<file path="config.mk">
export PLATFORM = sky130hd
export DESIGN_NAME = shift_rr_arbiter
export DESIGN_NICKNAME = d
export VERILOG_FILES = /design/src/rtl/shift_rr_arbiter_pkg.sv /design/src/rtl/shift_rr_arbiter_rr_grant.sv /design/src/rtl/shift_rr_arbiter.sv
export SDC_FILE = /design/constraint.sdc
export NUM_CORES = 1
export LEC_CHECK = 0
export ABC_AREA = 0
export CORE_MARGIN = 5
export CORE_UTILIZATION = 40
export DETAILED_ROUTE_END_ITERATION = 12
export DONT_BUFFER_PORTS = 1
export GPL_TIMING_DRIVEN = 0
export PLACE_DENSITY = 0.64
export SLEW_MARGIN = 5
export SYNTH_ARGS = -nofsm -noshare
export SYNTH_HDL_FRONTEND = slang
export SYNTH_SLANG_ARGS = --single-unit
</file>
<file path="constraint.sdc">
create_clock -name clk -period 3.23 [get_ports clk]
set_clock_uncertainty 0.05 [all_clocks]
set_input_delay 0.646 -clock clk [delete_from_list [all_inputs] [get_ports clk]]
set_output_delay 0.646 -clock clk [all_outputs]
set_load 0.01 [all_outputs]
</file>
<file path="src/rtl/shift_rr_arbiter_pkg.sv">
// rtl/shift_rr_arbiter_pkg.sv - shared types and constants for the shift round-robin arbiter
package shift_rr_arbiter_pkg;

  typedef enum logic {SHIFT_LEFT = 1'b0, SHIFT_RIGHT = 1'b1} shift_dir_t;
  typedef enum logic {SLOT_EMPTY, SLOT_FULL} slot_state_t;

  localparam int STALL_CNT_WIDTH = 16;

endpackage

</file>
<file path="src/rtl/shift_rr_arbiter_rr_grant.sv">
// rtl/shift_rr_arbiter_rr_grant.sv - combinational round-robin picker starting at ptr_i
module rr_grant #(
  parameter int nreq = 2
) (
  input  logic [nreq-1:0]         req_i,
  input  logic [$clog2(nreq)-1:0] ptr_i,
  input  logic                    enable_i,
  output logic [nreq-1:0]         grant_o,
  output logic [$clog2(nreq)-1:0] grant_idx_o,
  output logic                    any_grant_o
);

  always_comb begin
    int idx;
    grant_o     = '0;
    grant_idx_o = '0;
    any_grant_o = 1'b0;
    idx         = 0;
    if (enable_i) begin
      // Scan from the farthest offset down so the nearest request to ptr wins.
      for (int k = nreq - 1; k >= 0; k--) begin
        idx = int'(ptr_i) + k;
        if (idx >= nreq) idx = idx - nreq;
        if (req_i[idx]) begin
          any_grant_o = 1'b1;
          grant_idx_o = idx[$clog2(nreq)-1:0];
        end
      end
      if (any_grant_o) grant_o[grant_idx_o] = 1'b1;
    end
  end

endmodule

</file>
<file path="src/rtl/shift_rr_arbiter.sv">
// rtl/shift_rr_arbiter.sv - round-robin sharing of one logical shifter with a registered response slot
// Optional stall counter output enabled by SHIFT_RR_ARBITER_STALL_CNT_EN.
module shift_rr_arbiter
  import shift_rr_arbiter_pkg::*;
#(
  parameter int width = 8,
  parameter int nreq  = 2
) (
  input  logic                            clk,
  input  logic                            rst,
  input  logic [nreq-1:0]                 req_valid,
  output logic [nreq-1:0]                 req_ready,
  input  logic [nreq*width-1:0]           req_bits,
  input  logic [nreq*$clog2(width)-1:0]   req_shift,
  input  logic [nreq-1:0]                 req_dir,
  output logic                            rsp_valid,
  input  logic                            rsp_ready,
  output logic [width-1:0]                rsp_bits,
  output logic [$clog2(nreq)-1:0]         rsp_id
`ifdef SHIFT_RR_ARBITER_STALL_CNT_EN
  ,output logic [STALL_CNT_WIDTH-1:0]     stall_cnt
`endif
);

  localparam int SW = $clog2(width);
  localparam int IW = $clog2(nreq);

  slot_state_t      slot_q, slot_d;
  logic [IW-1:0]    ptr_q, ptr_d;
  logic [width-1:0] bits_q, bits_d;
  logic [IW-1:0]    id_q, id_d;

  logic             can_accept;
  logic [nreq-1:0]  grant;
  logic [IW-1:0]    grant_idx;
  logic             any_grant;

  logic [width-1:0] cmd_bits;
  logic [SW-1:0]    cmd_shift;
  shift_dir_t       cmd_dir;
  logic [width-1:0] shifted;

  assign can_accept = !rst && (slot_q == SLOT_EMPTY || rsp_ready);

  rr_grant #(.nreq(nreq)) u_rr_grant (
    .req_i       (req_valid),
    .ptr_i       (ptr_q),
    .enable_i    (can_accept),
    .grant_o     (grant),
    .grant_idx_o (grant_idx),
    .any_grant_o (any_grant)
  );

  assign req_ready = grant;

  assign cmd_bits  = req_bits[grant_idx*width +: width];
  assign cmd_shift = req_shift[grant_idx*SW +: SW];
  assign cmd_dir   = shift_dir_t'(req_dir[grant_idx]);

  // Amounts at or beyond width only exist for non-power-of-two widths; they flush to zero.
  always_comb begin
    shifted = '0;
    if (32'(cmd_shift) < 32'(width)) begin
      if (cmd_dir == SHIFT_RIGHT) shifted = cmd_bits >> cmd_shift;
      else                        shifted = cmd_bits << cmd_shift;
    end
  end

  always_comb begin
    slot_d = slot_q;
    ptr_d  = ptr_q;
    bits_d = bits_q;
    id_d   = id_q;
    if (any_grant) begin
      slot_d = SLOT_FULL;
      bits_d = shifted;
      id_d   = grant_idx;
      if (32'(grant_idx) == 32'(nreq - 1)) ptr_d = '0;
      else                                 ptr_d = grant_idx + IW'(1);
    end else if (slot_q == SLOT_FULL && rsp_ready) begin
      slot_d = SLOT_EMPTY;
    end
  end

  always_ff @(posedge clk) begin
    if (rst) begin
      slot_q <= SLOT_EMPTY;
      ptr_q  <= '0;
      bits_q <= '0;
      id_q   <= '0;
    end else begin
      slot_q <= slot_d;
      ptr_q  <= ptr_d;
      bits_q <= bits_d;
      id_q   <= id_d;
    end
  end

  assign rsp_valid = (slot_q == SLOT_FULL);
  assign rsp_bits  = bits_q;
  assign rsp_id    = id_q;

`ifdef SHIFT_RR_ARBITER_STALL_CNT_EN
  logic [STALL_CNT_WIDTH-1:0] stall_q, stall_d;

  always_comb begin
    stall_d = stall_q;
    if (|req_valid && !any_grant && stall_q != '1) stall_d = stall_q + STALL_CNT_WIDTH'(1);
  end

  always_ff @(posedge clk) begin
    if (rst) stall_q <= '0;
    else     stall_q <= stall_d;
  end

  assign stall_cnt = stall_q;
`endif

endmodule

</file>
* Word-level counts from Yosys, hierarchy flattened
Index checks and enable logic that the tools add are counted.
** Storage, ports and cells
- RAM bits :: 0
- Flip-flop bits (word level) :: 11
- Bits in latches :: 0
- Input bits :: 29
- Memories :: 0
- ROM bits :: 0
** Cells by class
- Equality and inequality tests :: 0
- Reduce and logical (&&, ||, !) cells :: 6
- Divide/modulo/power cells :: 0
- Multipliers :: 1
- Shift operators :: 4
- Multiplexer cells :: 28
- Magnitude comparators :: 7
- Bitwise gates (word level) :: 1
- Add/sub/neg operators :: 4
** Operator list (number)
- 2-to-1 mux 32 bit :: 4
- < comparator 32 x 3 -> 1 bit, second input constant :: 2
- greater-or-equal comparator 32 x 3 -> 1 bit, second input constant :: 1
- subtractor 32 x 3 -> 32 bit, second input constant :: 1
- 2-to-1 mux 1 bit :: 20
- indexed part select 16 x 5 -> 8 bit :: 1
- 2-to-1 mux 8 bit :: 1
- << shifter 8 x 3 -> 8 bit :: 1
- right shift 8 x 3 -> 8 bit :: 1
- indexed part select 6 x 4 -> 3 bit :: 1
- < comparator 1 x 2 -> 1 bit, second input constant :: 2
- 2-to-1 mux 2 bit :: 2
- logical AND 1 bit :: 3
- multiplier 1 x 2 -> 3 bit, second input constant :: 1
- subtractor 1 x 2 -> 3 bit, second input constant :: 1
- adder 1 x 1 -> 2 bit, second input constant :: 1
- greater-or-equal comparator 1 x 2 -> 1 bit, second input constant :: 1
- nonzero test 2 bit :: 1
- adder 1 bit, second input constant :: 1
- demux 1 bit (select 1 bit) :: 1
- greater-or-equal comparator 1 bit, second input constant :: 1
- zero test 1 bit :: 1
- logical OR 1 bit :: 1
- NOT 1 bit :: 1

* Longest topological paths before layout
- Depth after elaboration :: 16
- Mapped depth :: 8
- Gate-level depth less buffers :: 6

* Modules after synthesis
Synthesis repeated with hierarchy kept, for this count alone.
** Unflattened totals
- Cells, all modules :: 144
- Area, all modules :: 1139.8 um2
** By module, submodules not included
- shift_rr_arbiter :: times used 1, area each 1106.1 um2, sequential area each 220.2 um2, cells each 137
- rr_grant :: times used 1, area each 33.8 um2, sequential area each 0.0 um2, cells each 7

* Least setup slack after synthesis
OpenSTA, ideal clock, no wires.
- Path type :: input -> output
- Start :: in rsp_ready
- End :: out req_ready[0]
- Stages :: 5
- Slack :: 1.136 ns
- Arrival :: 1.398 ns
- Cells stage by stage :: nand2b_1 -> nand4_4 -> inv_2 -> buf_2 -> nor2_1
** On the way
- Cells in the longest elaborated chain, start to end :: 3
** Ends and longest elaborated chain
- from (decl) :: line shift_rr_arbiter.sv:17 : input logic rsp_ready,
- logical OR 1 bit :: line shift_rr_arbiter.sv:43 : assign can_accept = !rst && (slot_q == SLOT_EMPTY || rsp_ready);
- logical AND 1 bit :: line shift_rr_arbiter.sv:43
- 2-to-1 mux 2 bit :: line shift_rr_arbiter_rr_grant.sv:19 : if (enable_i) begin
- to (decl) :: line shift_rr_arbiter.sv:12 : output logic [nreq-1:0] req_ready,
No other way between the ends.

* Worst setup path after layout
Ends and elaborated chain as after synthesis.

==> results.sh <==
export IMPL_synth_area_um2=1700
export IMPL_worst_path_max_fanout=10
export IMPL_comb_power_share_pct=38.9
export IMPL_critical_path_max_stage_delay_ns=0.28
export IMPL_maxCapViolCount=0
export IMPL_synth_edf_count=0
export IMPL_io_pins=41
export IMPL_synth_top_area_share_pct=12.9
export IMPL_grt_pass1_wl_um=8180
export IMPL_core_area_um2=4060
export IMPL_min_path_type="reg -> reg"
export IMPL_synth_top_family_by_area="multiplexers"
export IMPL_vias=1662
export IMPL_intPower_uw=333
export IMPL_grt_max_degree=11
export IMPL_avgRoutedWirePerCell_um=19.8
export IMPL_io_buffers=0
export IMPL_numClockSinks=11
export IMPL_htree_levels=1
export IMPL_clk_pin_slew_ns=0.05
export IMPL_synthMuxAreaShare_pct=29.9
export IMPL_grt_pass1_vias=1570
export IMPL_layout_commonest_cell="a21oi_1"
export IMPL_yosys_warnings=0
export IMPL_post_route_util_pct=44.6
export IMPL_synth_xor_area_share_pct=0
export IMPL_final_setup_tns_ns=0
export IMPL_grt_usage_pct=19.0
export IMPL_cts_repair_resized=0
export IMPL_final_area_um2=1810
export IMPL_synth_seq_area_share_pct=12.9
export IMPL_numCtsBuffers=3
export IMPL_p_per_area_nw_per_um2=282
export IMPL_worst_r2r_endpoint="rsp_bits[4]$_SDFFE_PP0P_"
export IMPL_p_sw_uw=177
export IMPL_nets=242
export IMPL_synth_nets=237
export IMPL_placed_area_um2=1760
export IMPL_vdd_drop_max_v=0.0000797
export IMPL_hold_start="ptr_q$_SDFFE_PP0P_"
export IMPL_drt_drc_violations_left=0
export IMPL_antennaDiodeCount=0
export IMPL_die_x_um=75.2
export IMPL_syn_area_per_cell_um2=8.18
export IMPL_critPathLaunchType="input pin"
export IMPL_synthFlopType="dfxtp_1"
export IMPL_die_area_um2=5660
export IMPL_reg2regPathDepth=6
export IMPL_mostFrequentLayoutCells="a21oi_1, mux2i_1, nand2_1"
export IMPL_die_h_um=75.2
export IMPL_path_cells="nand2b_1 -> nand4_4 -> inv_2 -> buf_2 -> nor2_1"
export IMPL_synthCells=208
export IMPL_insertion_delay_ns=0.24
export IMPL_holdBufCountCts=0
export IMPL_clockRootBuffer="clkbuf_8"
export IMPL_antenna_found_initial=0
export IMPL_post_cts_buffers=0
export IMPL_endpoint="req_ready[0]"
export IMPL_ys_types=50
export IMPL_area_growth_syn_to_layout_pct=6.32
export IMPL_async_flop_share_pct=0
export IMPL_drive_gt1_share_pct=17.9
export IMPL_rsz0062_at_grt="no"
export IMPL_synthAdderAreaFrac_pct=0
export IMPL_cts_buffer_depth=2
export IMPL_p_seq_share_pct=33.7
export IMPL_start_util_pct=41.9
export IMPL_arrival_ns=1.58
export IMPL_r2r_slack_ns=1.22
export IMPL_place_congestion=0.885
export IMPL_outcome="completed"
export IMPL_drt_initial_drc_count=158
export IMPL_dpl_hpwl_um=4040
export IMPL_postRouteAntennaNets=0
export IMPL_cp_required_ns=2.53
export IMPL_p_sw_share_pct=34.7
export IMPL_slowest_stage="nor2_1"
export IMPL_finalCritPeriodShare_pct=70.6
export IMPL_critPathKind="in -> out"
export IMPL_clockPowerShare_pct=27.4
export IMPL_via_per_inst=6.34
export IMPL_drv_slew=0
export IMPL_grt_remaining_overflow=0
export IMPL_yosysTopAreaCell="dfxtp_1"
export IMPL_finalWorstPathRequiredPeriod_ns=2.28
export IMPL_synth_compound_area_share_pct=22.1
export IMPL_num_rows=23
export IMPL_leakage_uw=0.000697
export IMPL_endpoint_kind="output port"
export IMPL_dr_pass1_iters=4
export IMPL_finalHoldViolCount=0
export IMPL_tritoncts="yes"
export IMPL_crit_start="rsp_ready"
export IMPL_max_freq_mhz=439
export IMPL_r2r_start="rsp_valid$_SDFFE_PP0P_"
export IMPL_max_slew_worst_pin_slew_ns=0.498
export IMPL_synthTopCellsByArea="dfxtp_1, mux4_2, mux2i_1, mux2_2, a21oi_1"
export IMPL_synth_seq_cells=11
export IMPL_fill_cells=404
export IMPL_synth_simple_gate_area_share_pct=27.7
export IMPL_relSlewSlack_pct=66.8
export IMPL_setup_viol=0
export IMPL_drt_total_wl_um=5200
## cell type report
cell class	instances	area (um^2)	area share [%]
multi-input cells	173	1360	75.0
clock buffers	4	45.0	2.49
flip-flops and latches	11	220	12.2
inverters	4	17.5	0.968
well taps	50	62.6	3.46
plain buffers	20	108	5.95
## power groups by stage
stage	clock [uW]	sequential (uW)	combinational, uW
6_report	140	172	198
5_1_grt	151	174	216
4_1_cts	144	173	197
3_5_place_dp	0	175	195
3_3_place_gp	0	175	195
2_1_floorplan	0	172	158
## critical path: cells and delay by family
kind / cells / cell delay, ns
simple gates: 3 / 0.63
buf+inv: 2 / 0.31
## synth_stat cells, types with 7 or more instances
| library cell | number |
|---|---|
| a21oi_1 | 16 |
| mux2i_1 | 15 |
| nand2_1 | 12 |
| dfxtp_1 | 11 |
| nor2_1 | 11 |
| and3_1 | 9 |
| mux4_2 | 9 |
| buf_2 | 8 |
| clkbuf_1 | 8 |
| mux2_2 | 8 |
| nand2b_1 | 8 |
| nor2b_1 | 8 |
| o21ai_0 | 8 |
| nand3_1 | 7 |
## logic make-up after synthesis
logic type	after synthesis
mux	35
compound gates	57
flops	11
buf+inv	24
simple gates	81
## worst min path at each step
stage	slack [ns]	cells past startpoint	end
6_report	0.40	1	ptr_q$_SDFFE_PP0P_
5_1_grt	0.41	1	rsp_valid$_SDFFE_PP0P_
4_1_cts	0.40	1	ptr_q$_SDFFE_PP0P_
3_5_place_dp	0.39	1	ptr_q$_SDFFE_PP0P_
3_3_place_gp	0.38	1	ptr_q$_SDFFE_PP0P_
2_1_floorplan	0.37	1	ptr_q$_SDFFE_PP0P_
## registers in the layout, indices dropped and copies added, names as in the netlist
signal	flops
rsp_valid	1
ptr_q	1
rsp_bits	8
rsp_id	1
## through the flow
stage | cells | total power, uW | setup slack, ns | hold WS, ns
2_1_floorplan | 208 | 329 | 1.14 | 0.368
4_1_cts | 262 | 513 | 0.953 | 0.404
3_3_place_gp | 258 | 370 | 0.946 | 0.384
6_report | 262 | 510 | 0.951 | 0.399
5_1_grt | 262 | 541 | 0.906 | 0.410
3_5_place_dp | 258 | 371 | 0.940 | 0.392
## routing by layer
layer	routed length (um)	share of wire [%]	track usage, %
met5	0	0	0
met4	122	2.3	6.41
met3	440	8.5	4.14
met2	2350	45	28.6
met1	2280	44	26.7
(Power assumes the default switching activity.)
